### src/rtl/fsm_receptor.sv
// Receiver side of the send/ack/dado four-phase handshake, queuing words
// into a small FIFO drained through a valid/ready port. Optional macro: FSM_RECEPTOR_BUSY_EN.
module fsm_receptor #(
  parameter int DATA_W = 16,
  parameter int DEPTH  = 4
) (
  input  logic                       clk,
  input  logic                       rst,
  input  logic [1:0]                 send,
  input  logic [DATA_W-1:0]          dado,
  output logic [1:0]                 ack,
  output logic                       out_valid,
  output logic [DATA_W-1:0]          out_data,
  input  logic                       out_ready,
  output logic [$clog2(DEPTH+1)-1:0] count,
  output logic                       proto_err
);

  localparam int AW = $clog2(DEPTH);
  localparam int CW = $clog2(DEPTH+1);

  localparam logic [1:0] ACK_NONE = 2'b00;
  localparam logic [1:0] ACK_OK   = 2'b01;
`ifdef FSM_RECEPTOR_BUSY_EN
  localparam logic [1:0] ACK_WAIT = 2'b10;
`else
  localparam logic [1:0] ACK_WAIT = 2'b00;
`endif

  typedef enum logic [1:0] {
    SYNC,
    IDLE,
    FULL_WAIT,
    ACK
  } state_t;

  state_t state, state_next;
  logic [1:0] ack_next;

  logic [DATA_W-1:0] mem [DEPTH];
  logic [AW-1:0] wr_ptr, rd_ptr;
  logic [CW-1:0] cnt;

  logic req;
  logic rsvd;
  logic has_space;
  logic wr;
  logic pop;

  // Reserved codes behave like idle apart from flagging the error.
  assign req       = (send == 2'b01);
  assign rsvd      = send[1];
  assign has_space = (cnt < CW'(DEPTH));
  assign pop       = (cnt != '0) && out_ready;

  assign out_valid = (cnt != '0);
  assign out_data  = mem[rd_ptr];
  assign count     = cnt;

  // Next-state, FIFO write request and next ack code.
  always_comb begin
    state_next = state;
    wr         = 1'b0;
    unique case (state)
      SYNC: begin
        if (!req) state_next = IDLE;
      end
      IDLE: begin
        if (req && has_space) begin
          wr         = 1'b1;
          state_next = ACK;
        end else if (req) begin
          state_next = FULL_WAIT;
        end
      end
      FULL_WAIT: begin
        if (!req) begin
          state_next = IDLE;
        end else if (has_space) begin
          wr         = 1'b1;
          state_next = ACK;
        end
      end
      ACK: begin
        if (!req) state_next = IDLE;
      end
      default: state_next = SYNC;
    endcase
    unique case (state_next)
      ACK:       ack_next = ACK_OK;
      FULL_WAIT: ack_next = ACK_WAIT;
      default:   ack_next = ACK_NONE;
    endcase
  end

  // State, registered ack and sticky protocol error.
  always_ff @(posedge clk) begin
    if (rst) begin
      state     <= SYNC;
      ack       <= ACK_NONE;
      proto_err <= 1'b0;
    end else begin
      state <= state_next;
      ack   <= ack_next;
      if (rsvd) proto_err <= 1'b1;
    end
  end

  // Pointers and occupancy; full check above uses pre-pop occupancy.
  always_ff @(posedge clk) begin
    if (rst) begin
      wr_ptr <= '0;
      rd_ptr <= '0;
      cnt    <= '0;
    end else begin
      if (wr)  wr_ptr <= wr_ptr + AW'(1);
      if (pop) rd_ptr <= rd_ptr + AW'(1);
      unique case ({wr, pop})
        2'b10:   cnt <= cnt + CW'(1);
        2'b01:   cnt <= cnt - CW'(1);
        default: cnt <= cnt;
      endcase
    end
  end

  // Storage array, no reset needed.
  always_ff @(posedge clk) begin
    if (wr) mem[wr_ptr] <= dado;
  end

endmodule
### config.mk
export PLATFORM = sky130hd
export DESIGN_NAME = fsm_receptor
export DESIGN_NICKNAME = d
export VERILOG_FILES = /design/src/rtl/fsm_receptor.sv
export SDC_FILE = /design/constraint.sdc
export NUM_CORES = 1
export LEC_CHECK = 0
export CAP_MARGIN = 25
export CORE_MARGIN = 2
export CORE_UTILIZATION = 40
export DETAILED_ROUTE_END_ITERATION = 10
export PLACE_DENSITY_LB_ADDON = 0.15
export SLEW_MARGIN = 40
export SYNTH_ARGS = -nofsm -noshare
export SYNTH_HDL_FRONTEND = slang
export SYNTH_SLANG_ARGS = --single-unit
### constraint.sdc
create_clock -name clk -period 5.2 [get_ports clk]
set_input_delay 1.04 -clock clk [delete_from_list [all_inputs] [get_ports clk]]
set_output_delay 1.04 -clock clk [all_outputs]
set_load 0.02 [all_outputs]
== Yosys cells after proc, flatten, opt, wreduce, memory -nomap -nowiden ==
Memory sizes are Yosys's and may differ from the RTL's. A register that Yosys moved wholly into a read port is not among the register bits.
Cells that the tools add are included.
Widths: inputs -> output; s select.

* Register bits after elaboration: 12
* Memory bits (writable): 64
* Memories kept: 1

{| class="wikitable"
|+ Memory list
! memory !! words !! bits a word !! read ports !! clocked after memory_dff !! wr ports !! line !! source
|-
| mem || 4 || 16 || 1 || 1 || 1 || 40 || <nowiki>logic [DATA_W-1:0] mem [DEPTH];</nowiki>
|}

* Add/sub/neg operators: 4
* $lt $le $gt $ge: 1
* Equal/unequal tests: 7
* Mux-type cells: 16
* Reductions and logical operators: 6

{| class="wikitable"
|+ Operator list
! operator !! count
|-
| $mux 2 || 7
|-
| $eq 2x2->1 const B || 4
|-
| $eq 2x1->1 const B || 3
|-
| $mux 1 || 6
|-
| $pmux 2 s3 || 1
|-
| $pmux 3 s2 || 1
|-
| $add 2x1->2 const B || 2
|-
| $add 3x1->3 const B || 1
|-
| $lt 3x3->1 const B || 1
|-
| $reduce_bool 3->1 || 1
|-
| $sub 3x1->3 const B || 1
|-
| $logic_and 1x1->1 || 2
|-
| $logic_not 2->1 || 1
|-
| $pmux 1 s2 || 1
|-
| $reduce_bool 2->1 || 1
|-
| $reduce_or 2->1 || 1
|}

== Depth between registers and ports, before layout ==
* Depth in word-level cells: 6
* Mapped depth: 11
* Depth with buffers taken out: 11

== Worst setup path before layout ==
No wires, ideal clock.

* Kind: input to register
* From: input port send[1]
* To: register cnt[2], in the netlist count[2]
* Library setup time: 71 ps
* Data arrival time: 2532 ps
* Path slack: 2597 ps
* Stages on the path: 9
* Path buffers: 0
* Path through: nand2b_4 > nor4_4 > inv_1 > ha_1 > inv_1 > fa_1 > xor2_1 > or3_1 > a21oi_1

* Word-level cells in the longest chain between the ends: 6
* Elaborated cells between the ends (all ways): 9

{| class="wikitable"
|+ RTL lines
! what !! line !! source
|-
| from (decl) || 9 || <nowiki>input logic [1:0] send,</nowiki>
|-
| $eq 2x1->1 (*) || 51 || <nowiki>assign req = (send == 2'b01);</nowiki>
|-
| $logic_and 1x1->1 || 69 || <nowiki>if (req && has_space) begin</nowiki>
|-
| $mux 1 || 69 ||
|-
| $pmux 1 s2 (*) || 64 || <nowiki>unique case (state)</nowiki>
|-
| $eq 2x1->1 / $eq 2x2->1 (equally long branches) || 118 || <nowiki>unique case ({wr, pop})</nowiki>
|-
| $pmux 3 s2 / $reduce_bool 2->1 (equally long branches) || n/a ||
|-
| to (signal assigned) || 119 || <nowiki>2'b10: cnt <= cnt + CW'(1);</nowiki>
|-
| to (signal assigned) || 120 || <nowiki>2'b01: cnt <= cnt - CW'(1);</nowiki>
|-
| to (signal assigned) || 121 || <nowiki>default: cnt <= cnt;</nowiki>
|-
| to (decl) || 42 || <nowiki>logic [CW-1:0] cnt;</nowiki>
|}

Mark *: on every way between the ends. The rest lies on a longest branch, timed or not.
A chain may end at the register's enable or synchronous reset.

==> key figures <==
Status
  • Outcome: finished clean

Floorplan
  • X dimension of the die: ~91 um
  • # IOs: between 40 and 50
  • Core area: 7290 um^2
  • Initial Utilization: around 41%
  • Die Area: 8260 um^2
  • Std-Cell Rows: 31
  • Die Height: slightly above 90 um

Clock tree
  • CTS clk-pin slew, worst paths: around 0.070 ns
  • Root Buffer: clkbuf_8
  • Post-CTS setup buffer count: 0
  • # resized after CTS: 0
  • Inserted Clock Buffers: 9
  • Hold Buf Count CTS: 0
  • TritonCTS Sinks: between 70 and 80
  • Clock latency on the worst-skew pair: 0.34 ns
  • CTS tree: built
  • Maximum root-to-sink buffer count: 2
  • # H-tree levels: 3

Final layout
  • Final non-filler cell total: between 300 and 400
  • Nets: roughly 240
  • FILL cells: 626
  • Area occupied by multi-input gates: ~770 um^2
  • Area Growth Syn to Fin: 24.0%
  • Register Area: between 2000 and 2500 um^2
  • Layout cell share with drive strength beyond 1: a little under a fifth
  • N_diodes: 0

Yosys
  • Post-synthesis average cell area: 18.6 um^2
  • Synth Area in XOR/XNOR: under 10%
  • Post-synthesis mux area share: approximately an eighth
  • Adder-cell share of the synthesized area: between 3 and 4%
  • Compound-Gate Fraction of Synth Area: under 10%
  • Largest family of logic cells by synthesized area: multiplexers
  • Synth cell types: 31
  • Post-Synth Simple-Gate Area: under 10%
  • Synthesized instance count: between 150 and 200
  • Seq/Total Area, Yosys: roughly 72%
  • Flops & latches, synth: 77
  • Mapped Nets: roughly 190
  • Synth Cell Area: 3020 um^2
  • YS warnings: 0

Worst setup path
  • CP cell instances: mux4_2 > clkdlybuf4s50_1
  • CP Data Required Time: 4.16 ns
  • Reg2Reg Depth: 10
  • Setup crit start kind: flop
  • Critical Path Slowest Stage Cell: dfxtp_2
  • Delay-heaviest family, CP: flip-flops
  • R2R setup slack: approximately 2.6 ns
  • CP endpoint kind: output pin
  • Critical path buffers and inverters: 1
  • CP max FO: 16
  • Arrival time worst endpoint: about 2.2 ns
  • Crit Path Class: reg2out
  • Worst r2r src: state[0]$_SDFF_PP0_
  • Critical path's largest stage delay: slightly above 0.7 ns
  • Worst path depth: 2

STA
  • Slew HR: 60.1%
  • Period Utilization, post-route: between 60 and 70%
  • Final slew viol count: 0
  • Least-Margin Pin Slew: 0.599 ns
  • Final count of negative-setup-slack endpoints: 0
  • Final period demand of the worst path: approximately 3.2 ns
  • Clock Skew: approximately 0.0097 ns
  • Final Hold Fails: 0
  • RSZ-0062 raised after global routing: false
  • Fin Setup TNS: 0 ns
  • Highest clock rate: about 300 MHz

Power and ir drop
  • Combinational power share: a little under a tenth
  • P per Cell Area: around 350 nW/um^2
  • Clk pwr share: a little under two fifths
  • Switching share of total power: roughly 22%
  • P_int: 1.01 mW
  • Maximum vdd drop: between 0.00015 and 0.0002 V
  • P_leak: roughly 1.2 nW
  • P_sw: approximately 0.28 mW
  • Flop pwr share: 53.4%

Detailed routing
  • 1st-iter DRT viols: 99
  • DR DRC count: 0
  • First-pass detailed-route iteration total: 4
  • Final ANT Viol Nets: 0
  • Routed len/inst: between 15 and 20 um
  • Vias per std cell: just under 5
  • Via count: about 1500
  • Final WL: ~5.2 mm

Placed design
  • Routability cong.: between 0.6 and 0.7
  • Dpl cells: 297
  • DP HPWL: about 3.4 mm
  • IO Port Bufs: 42

Global route
  • Largest net degree at the start of global routing: 17
  • Initial antenna violation count: 0
  • First-pass GRT wire length: roughly 8.4 mm
  • Number of global-route vias before repair: ~1600
  • Tot GR Track Use: between 10 and 15%
  • Grt ovf: 0

Job
  • Max Cap Violations: 0

Hold path
  • HP Start: proto_err$_SDFFE_PP0P_
  • Hold path depth: 2
  • Worst hold path type: reg2reg
==> final timing paths <==
check | endpoint
hold reg to reg | proto_err$_SDFFE_PP0P_
hold / removal | proto_err$_SDFFE_PP0P_
setup reg to reg | count[2]$_SDFFE_PP0P_
setup / recovery | out_data[1]
==> logic make-up after synthesis <==
group,after synthesis
flops,77
compound gates,10
other cells,1
simple gates,28
xor+xnor,5
fa+ha+maj,9
buf+inv,15
mux,17
==> metrics by stage <==
stage          power [mW]  hold WS, ns  utilization (%)  setup slack (ns)  area, um^2
3_3_place_gp        0.816        0.456             48.4              1.88        3530
2_1_floorplan       0.771        0.484                -              2.60        3020
6_report             1.29        0.483             51.3              1.95        3740
3_5_place_dp        0.824        0.466             48.4              1.87        3530
4_1_cts              1.31        0.487             51.3              1.86        3740
5_1_grt              1.35        0.555             51.3              1.80        3740
==> power by group through the flow <==
stage	registers [mW]	logic (mW)	clock network, mW
after floorplan	0.698	0.0730	0
after global placement	0.702	0.113	0
after detailed placement	0.704	0.120	0
after CTS	0.690	0.120	0.497
after global routing	0.692	0.129	0.528
final	0.689	0.120	0.482
==> sequential cells by signal, summed over array words and instances (netlist names), named ones only <==
signal and cells:
ack 1, count 3, mem 64, proto_err 1, rd_ptr 2, state 2, wr_ptr 2
==> placed cells by master (no fill, tap or decap), types with 3 or more instances in the layout <==
cell type        netlist  routed
nor2_1                16      16
clkdlybuf4s50_1        0      42
inv_1                  9       9
clkbuf_8               0       9
a21oi_1                3       3
dfxtp_1               13      11
ha_1                   8       8
mux4_2                16      16
and2_2                 4       4
xor2_1                 3       3
edfxtp_1              64      64
==> layout make-up <==
type                    count  share of cell area [%]
repair buffers             42                    11.2
clock buffers              11                    3.51
flip-flops and latches     77                    58.4
well taps                  99                    3.31
multi-input cells          70                    20.5
inverters                   9                   0.902
clock inverters             5                    2.24
==> cell usage after synthesis, drive strengths merged <==
master  instances  share of area [%]
and2            4                1.0
nand2b          2               0.66
o21ai           1               0.17
ha              8                3.3
nand2           1               0.12
nor2           16                2.0
o22ai           1               0.21
nor3            1               0.17
o21ba           1               0.33
xnor2           2               0.58
o31a            1               0.29
xor2            3               0.87
edfxtp         64                 64
conb            1               0.12
a21oi           3               0.50
or3             2               0.41
buf             4               0.95
mux4           16                 12
a311oi          1               0.29
clkbuf          2               0.25
nor4            2               0.91
a22oi           1               0.25
mux2i           1               0.33
a211oi          1               0.25
inv             9                1.1
fa              1               0.66
dfxtp          13                8.6
==> worst register-to-register path, cell delays in order (launching register included) <==
cell	delay, ns
dfxtp_1	0.41
inv_1	0.07
ha_1	0.36
nor4_4	0.46
inv_1	0.10
ha_1	0.24
inv_1	0.07
fa_1	0.18
xor2_1	0.07
or3_1	0.33
a21oi_1	0.20
==> metal layers <==
metal  wire length (um)  GRT usage (%)  part of all wire [%]  vias to the layer above
met5                  0              0                     0                        -
met4                130           7.58                   2.5                        0
met3                217           3.76                   4.1                       10
met2               2770           24.1                    53                       37
met1               2110           15.2                    40                      755
li1                   -              -                     -                      712
(Power assumes the default switching activity.)
